==> src/rtl/adder_error_monitor.sv <==
// Error-statistics stage for a 16-bit approximate adder: exact sum, error distance, run counters.
// Optional per-bit mismatch counters are built when ERR_BITFLIP_EN is defined.
module adder_error_monitor #(
    parameter int IN_W  = 16,
    parameter int OUT_W = 17,
    parameter int CNT_W = 32,
    parameter int ACC_W = 48
) (
    input  logic                   clk,
    input  logic                   rst,
    input  logic                   start,
    input  logic [CNT_W-1:0]       num_samples,
    input  logic                   in_valid,
    output logic                   in_ready,
    input  logic [IN_W-1:0]        op_a,
    input  logic [IN_W-1:0]        op_b,
    input  logic [OUT_W-1:0]       approx_sum,
    output logic                   busy,
    output logic                   done,
    output logic [CNT_W-1:0]       sample_count,
    output logic [CNT_W-1:0]       error_count,
    output logic [OUT_W-1:0]       max_ed,
    output logic [ACC_W-1:0]       sum_ed
`ifdef ERR_BITFLIP_EN
    ,
    output logic [OUT_W*CNT_W-1:0] bitflip_count
`endif
);

    typedef enum logic [1:0] {S_IDLE, S_RUN, S_DRAIN, S_DONE} state_t;

    state_t           state_q, state_d;
    logic [CNT_W-1:0] accepted_q, num_q;
    logic             start_acc, xfer, pipe_empty;

    logic             vld_p0, vld_p1;
    logic [IN_W-1:0]  a_p0, b_p0;
    logic [OUT_W-1:0] s_p0;
    logic [OUT_W-1:0] exact_c, ed_c, ed_p1;
    logic             err_p1;

    logic [CNT_W-1:0] sample_q, error_q;
    logic [OUT_W-1:0] max_q;
    logic [ACC_W-1:0] sum_q;

    function automatic logic [CNT_W-1:0] sat_inc(input logic [CNT_W-1:0] v, input logic inc);
        return (inc && !(&v)) ? v + CNT_W'(1) : v;
    endfunction

    function automatic logic [ACC_W-1:0] sat_acc(input logic [ACC_W-1:0] acc,
                                                  input logic [OUT_W-1:0] ed);
        logic [ACC_W:0] s;
        s = {1'b0, acc} + (ACC_W+1)'(ed);
        return s[ACC_W] ? '1 : s[ACC_W-1:0];
    endfunction

    function automatic logic [OUT_W-1:0] abs_diff(input logic [OUT_W-1:0] x,
                                                   input logic [OUT_W-1:0] y);
        logic signed [OUT_W:0] d;
        d = $signed({1'b0, x}) - $signed({1'b0, y});
        return d[OUT_W] ? OUT_W'(-d) : d[OUT_W-1:0];
    endfunction

    assign start_acc  = start && (state_q == S_IDLE || state_q == S_DONE);
    assign xfer       = in_valid && in_ready;
    assign pipe_empty = !vld_p0 && !vld_p1;

    always_ff @(posedge clk) begin
        if (rst) state_q <= S_IDLE;
        else     state_q <= state_d;
    end

    always_comb begin
        state_d = state_q;
        case (state_q)
            S_IDLE, S_DONE: if (start) state_d = (num_samples == '0) ? S_DONE : S_RUN;
            S_RUN:          if (xfer && accepted_q == num_q - CNT_W'(1)) state_d = S_DRAIN;
            S_DRAIN:        if (pipe_empty) state_d = S_DONE;
            default:        state_d = S_IDLE;
        endcase
    end

    always_comb begin
        in_ready = (state_q == S_RUN) && (accepted_q < num_q);
        busy     = (state_q == S_RUN) || (state_q == S_DRAIN);
        done     = (state_q == S_DONE);
    end

    always_ff @(posedge clk) begin
        if (rst) begin
            accepted_q <= '0;
            num_q      <= '0;
        end else if (start_acc) begin
            accepted_q <= '0;
            num_q      <= num_samples;
        end else if (xfer) begin
            accepted_q <= accepted_q + CNT_W'(1);
        end
    end

    // Stage 0: register the accepted beat
    always_ff @(posedge clk) begin
        if (rst) vld_p0 <= 1'b0;
        else     vld_p0 <= xfer;
    end

    always_ff @(posedge clk) begin
        if (xfer) begin
            a_p0 <= op_a;
            b_p0 <= op_b;
            s_p0 <= approx_sum;
        end
    end

    // Stage 1: exact sum, error distance, mismatch mask
    assign exact_c = OUT_W'(a_p0) + OUT_W'(b_p0);
    assign ed_c    = abs_diff(exact_c, s_p0);

    always_ff @(posedge clk) begin
        if (rst) vld_p1 <= 1'b0;
        else     vld_p1 <= vld_p0;
    end

    always_ff @(posedge clk) begin
        if (vld_p0) begin
            ed_p1  <= ed_c;
            err_p1 <= (ed_c != '0);
        end
    end

    // Stage 2: saturating statistics
    always_ff @(posedge clk) begin
        if (rst || start_acc) begin
            sample_q <= '0;
            error_q  <= '0;
            max_q    <= '0;
            sum_q    <= '0;
        end else if (vld_p1) begin
            sample_q <= sat_inc(sample_q, 1'b1);
            error_q  <= sat_inc(error_q, err_p1);
            if (ed_p1 > max_q) max_q <= ed_p1;
            sum_q    <= sat_acc(sum_q, ed_p1);
        end
    end

    assign sample_count = sample_q;
    assign error_count  = error_q;
    assign max_ed       = max_q;
    assign sum_ed       = sum_q;

`ifdef ERR_BITFLIP_EN
    logic [OUT_W-1:0] mis_p1;
    logic [CNT_W-1:0] flip_q [OUT_W];

    always_ff @(posedge clk) begin
        if (vld_p0) mis_p1 <= exact_c ^ s_p0;
    end

    always_ff @(posedge clk) begin
        if (rst || start_acc) begin
            for (int i = 0; i < OUT_W; i++) flip_q[i] <= '0;
        end else if (vld_p1) begin
            for (int i = 0; i < OUT_W; i++) flip_q[i] <= sat_inc(flip_q[i], mis_p1[i]);
        end
    end

    always_comb begin
        bitflip_count = '0;
        for (int i = 0; i < OUT_W; i++) bitflip_count[i*CNT_W +: CNT_W] = flip_q[i];
    end
`endif

endmodule

==> config.mk <==
export PLATFORM = sky130hd
export DESIGN_NAME = adder_error_monitor
export DESIGN_NICKNAME = d
export VERILOG_FILES = /design/src/rtl/adder_error_monitor.sv
export SDC_FILE = /design/constraint.sdc
export NUM_CORES = 1
export LEC_CHECK = 0
export ABC_AREA = 1
export CAP_MARGIN = 20
export CORE_MARGIN = 2
export CORE_UTILIZATION = 49
export DETAILED_ROUTE_END_ITERATION = 16
export GPL_TIMING_DRIVEN = 1
export PLACE_DENSITY_LB_ADDON = 0.08
export SLEW_MARGIN = 25
export SYNTH_ARGS = -nofsm -noshare
export SYNTH_HDL_FRONTEND = slang
export SYNTH_SLANG_ARGS = --single-unit
==> constraint.sdc <==
create_clock -name clk -period 3.15 [get_ports clk]
set_input_delay 0.4725 -clock clk [delete_from_list [all_inputs] [get_ports clk]]
set_output_delay 0.4725 -clock clk [all_outputs]
set_load 0.05 [all_outputs]
# == Word level (Yosys, flattened, before mapping) ==
# Cells that the tools add are included.
# word_totals
latchBits,0
word_cells,62
mem_bits_rw,0
mem_bits_ro,0
reg_bits,264
inputBits,85
memories,0
output_inout_bits,132
# op_classes
reduce_logical,23
multipliers,0
eq_ne,7
n_mux,7
order_cmp,2
n_div,0
add_sub_neg,8
bitwise_logic,1
shift,0
# ops
cell,n
"adder 32 x 1 -> 32 bit, second input constant",3
AND reduction 32 bit,2
adder 48 x 17 -> 49 bit,1
two-way mux 48 bit,1
== test 32 bit,1
zero test 32 bit,1
< comparator 32 bit,1
"subtractor 32 x 1 -> 32 bit, second input constant",1
subtractor 17 x 17 -> 18 bit,1
adder 16 x 16 -> 17 bit,1
greater-than comparator 17 bit,1
two-way mux 17 bit,1
negation 17 bit,1
nonzero test 17 bit,1
two-way mux 2 bit,4
logical AND 1 bit,6
"!= test 2 bit, second input constant",3
case mux 2 bit (3 select lines),1
AND reduction 2 bit,3
"== test 2 bit, second input constant",2
OR reduction 2 bit,2
zero test 1 bit,3
logical OR 1 bit,3
AND reduction 3 bit,1
other kinds (3),3

# == Logic depth before layout (Yosys ltp) ==
# logic_depth
ltp_word,6
mapped_depth,24
ltp_nobuf,24

# == Least setup slack after synthesis ==
# No wires, ideal clock.
# synth_timing
path_type,reg-to-reg
from,reg b_p0[1]
to,reg err_p1 (data pin)
period_less_slack_ps,2900
path_buffers,0
required_time_ps,2886
path_stages_with_launch,18
setup_slack_ps,250
t_arrival_ps,2636
setup_ps,264
cell_sequence,edfxtp_1 -> inv_1 -> fa_1 -> fa_1 -> ha_1 -> inv_1 -> nor2_1 -> nand2_1 -> nor2_1 -> nand3_1 -> nor2_2 -> nand2_1 -> nor2_1 -> nand2_1 -> nand3_1 -> nand2_1 -> nor2_1 -> nand4_1
# synth_between
elab_chain_cells,5
# synth_lines
element,line,rtl
start: declaration,37,"logic [IN_W-1:0] a_p0, b_p0;"
start signal: assignment,110,b_p0 <= op_b;
adder 16 x 16 -> 17 bit *,116,assign exact_c = OUT_W'(a_p0) + OUT_W'(b_p0);
subtractor 17 x 17 -> 18 bit *,60,"d = $signed({1'b0, x}) - $signed({1'b0, y});"
negation 17 bit,61,return d[OUT_W] ? OUT_W'(-d) : d[OUT_W-1:0];
two-way mux 17 bit *,61,
named net ed_c[14],39,"logic [OUT_W-1:0] exact_c, ed_c, ed_p1;"
nonzero test 17 bit *,127,err_p1 <= (ed_c != '0);
end signal: assignment,127,
end: declaration,40,logic err_p1;
# The timed path passes the listed nets; every way through them passes the cells marked *.
# A chain may end at the register's enable or synchronous reset.

# == Final worst setup path ==
# layout_timing
from,reg b_p0[1]
to,reg err_p1 (data pin)
# layout_between
elab_chain_cells,5
# layout_lines
element,line
adder 16 x 16 -> 17 bit *,116
subtractor 17 x 17 -> 18 bit *,60
negation 17 bit,61
two-way mux 17 bit *,61
nonzero test 17 bit *,127
# Mark *: on every way between the ends. The rest lies on a longest branch, timed or not.

==> flow_metrics.tcl <==
set metrics [dict create \
    area_delta_synth_final_pct 24.7 \
    grt.total_usage_pct 25.4 \
    clock_path_buffers 3 \
    synth_seq_cells 264 \
    numCtsBuffers 31 \
    cp_max_fo 3 \
    slew_viol_final 0 \
    path_class "reg -> reg" \
    timing.setup.tns_ps 0 \
    ys_types 57 \
    antenna_left 0 \
    ys_seq_area_share_pct 34.7 \
    hold_path_class "in -> reg" \
    synth_area_um2 17100 \
    place_hpwl_mm 36.8 \
    antenna_found_initial 0 \
    crit_top_cell "nand3_1" \
    rsz0062_at_grt "true" \
    cp-end-kind "register" \
    cts-htree-levels 1 \
    grt_overflow 0 \
    power_density_nw_per_um2 617 \
    netlist_instances 2437 \
    worst_pin_slew_ps 765 \
    fin_worst_skew_ps 18.6 \
    worstSetupStartpointType "register" \
    grt_pass1_vias 15500 \
    avgViaCountPerCell 5.24 \
    worst_path_max_delay_cell "fa_2" \
    timing.fmax_ghz 0.324 \
    diodes 0 \
    hold_viol 0 \
    place_area_um2 20000 \
    routabilityCongestion 0.954 \
    clock_latency_ps 580 \
    num_vias 16600 \
    drv_cap 0 \
    synth_edf_count 67 \
    routed_wl_mm 47.1 \
    finalNonFillerCells 3167 \
    slew-limit-headroom_pct 49.0 \
    nNetsFinal 2883 \
    slowest_delay_ps 610 \
    worstPathArrival_ps 3410 \
    grt_pass1_wl_mm 75.5 \
    ys_warn_count 0 \
    period_needed_ps 3090 \
    drc 0 \
    boundaryPins 217 \
    fin_util_pct 62.1 \
    port_buffers 216 \
    ys_async_sr_fraction_pct 0 \
    clkSinkCount 264 \
    mostFrequentLayoutCells "530 x nand2_1, 387 x inv_1, 245 x nor2_1" \
    drt-pass1-iter-count 5 \
    die_area_um2 36500 \
    fp.dieH_um 191 \
    grt_max_degree 96 \
    wl_per_cell_um 14.9 \
    design_area_um2 21400 \
    ir_drop_mv 0.895 \
    status "finished, final reports clean" \
    synth_flop_cell "dfxtp_1" \
    setup-violations-final 0 \
    coreArea_um2 34500 \
    drive_gt1_share_pct 7.63 \
    fp.dieW_um 191 \
    p_leak_uw 0.00898 \
    layout_commonest_cell "nand2_1" \
    drtIter0Drc 1050 \
    fin_crit_sh_pct 98.0 \
    cts_root_buffer "clkbuf_16" \
    required_ps 3470 \
    synth_fp_nets 2632 \
    start_util_pct 49.8 \
    rows 68 \
    crit_chain "inv_2 > fa_2 > fa_2 > ha_1 > inv_1 > nor2_2 > nand3_1 > nor2_2 > nand3_1 > nand3_1 > nand3_1 > nor2_1 > nand3_1 > nor2_1 > nand4_1" \
    clk_pin_slew_ps 60 \
    tritoncts "built" \
    synth_area_per_cell_um2 7.03 \
    place_inst 3100 \
]
final cells by class:
cell class / count / area (um2)
Clock buffer: 36 / 825
Clock inverter: 21 / 250
Fill cell: 3152 / 13100
Inverter: 396 / 1490
Multi-Input combinational cell: 1732 / 9750
Sequential cell: 264 / 5960
Tap cell: 455 / 569
Timing Repair Buffer: 263 / 2550
worst max-delay path, delay by kind of cell (launching register included):
kind	cells	cell delay, ps
adders and majority gates	3	1210
and+or+nand+nor	10	1100
DFF	1	380
buffers and inverters	2	130
stage by stage:
stage          hold slack, ps  power (uW)  worst slack, ps
2_1_floorplan             459        7760              250
3_3_place_gp              435        8980             34.4
3_5_place_dp              445        9080            -73.0
4_1_cts                   409       12900             3.57
5_1_grt                   413       14100             -178
6_report                  445       13200             64.4
power by group:
part	switching, uW	leakage (uW)	total [uW]	internal [uW]
clock network	1460	0.000515	3730	2280
logic	3450	0.00626	5360	1910
registers	241	0.00221	4090	3850
total	5150	0.00898	13200	8040
final timing paths:
check                  to  slack [ps]    start  cells past startpoint
setup reg to reg   err_p1          60  b_p0[1]                     15
setup / recovery   err_p1          60  b_p0[1]                     15
hold / removal    b_p0[2]         450  op_b[2]                      1
hold reg to reg    vld_p1         450   vld_p0                      2
kinds of logic (layout without fill, tap and decap cells):
group / after synthesis / count (layout) / synth area share [%]
AO/OA/AOI/OAI: 371 / 371 / 11.9
flip-flops: 264 / 264 / 34.7
AND/OR/NAND/NOR: 1165 / 1165 / 30.2
buffers and inverters: 441 / 716 / 9.84
adder cells (fa/ha/maj): 110 / 110 / 8.77
XOR/XNOR: 86 / 86 / 4.56
layer usage:
metal | part of all wire, % | vias to the layer above | wire (um) | GRT usage (%)
met5 | 0 | - | 0 | 0
li1 | - | 8482 | - | -
met2 | 45 | 500 | 21000 | 41.4
met4 | 2.4 | 0 | 1120 | 7.60
met1 | 46 | 7522 | 21800 | 34.7
met3 | 6.8 | 76 | 3200 | 3.86
state kept, by name, summed over array words and instances, names as in the netlist:
signal and cells:
sample_count 32, vld_p1 1, max_ed 17, b_p0 16, a_p0 16, s_p0 17, err_p1 1, accepted_q 32
state_q 2, sum_ed 48, num_q 32, vld_p0 1, error_count 32, ed_p1 17
what timing repair did:
action | in CTS | in global routing
resized for setup | 8 | 47
setup endpoints to repair | 1 | 12
hold buffers | 0 | 0
gates cloned | 0 | 0
setup buffers | 4 | 6
pin swaps | 9 | 17
synthesized netlist by cell type (6+ instances only):
| cell type | n | area [um2] |
|---|---|---|
| edfxtp_1 | 67 | 2010 |
| nand2_2 | 11 | 68.8 |
| o221ai_1 | 17 | 149 |
| xnor2_1 | 19 | 166 |
| o31ai_1 | 6 | 45.0 |
| nor2_1 | 252 | 946 |
| nand3_1 | 123 | 616 |
| clkbuf_1 | 34 | 128 |
| ha_1 | 93 | 1160 |
| a21o_1 | 6 | 45.0 |
| nor3_1 | 98 | 490 |
| nand2_1 | 542 | 2030 |
| dfxtp_1 | 197 | 3940 |
| nand3b_1 | 14 | 105 |
| nor4_1 | 35 | 219 |
| fa_1 | 17 | 340 |
| nor2_2 | 11 | 68.8 |
| inv_2 | 7 | 26.3 |
| xor2_1 | 65 | 569 |
| a21oi_1 | 183 | 916 |
| nor2_4 | 6 | 67.6 |
| nand4_1 | 45 | 282 |
| buf_2 | 7 | 35.0 |
| inv_1 | 389 | 1460 |
| o21ai_0 | 125 | 626 |
(Power assumes the default switching activity.)
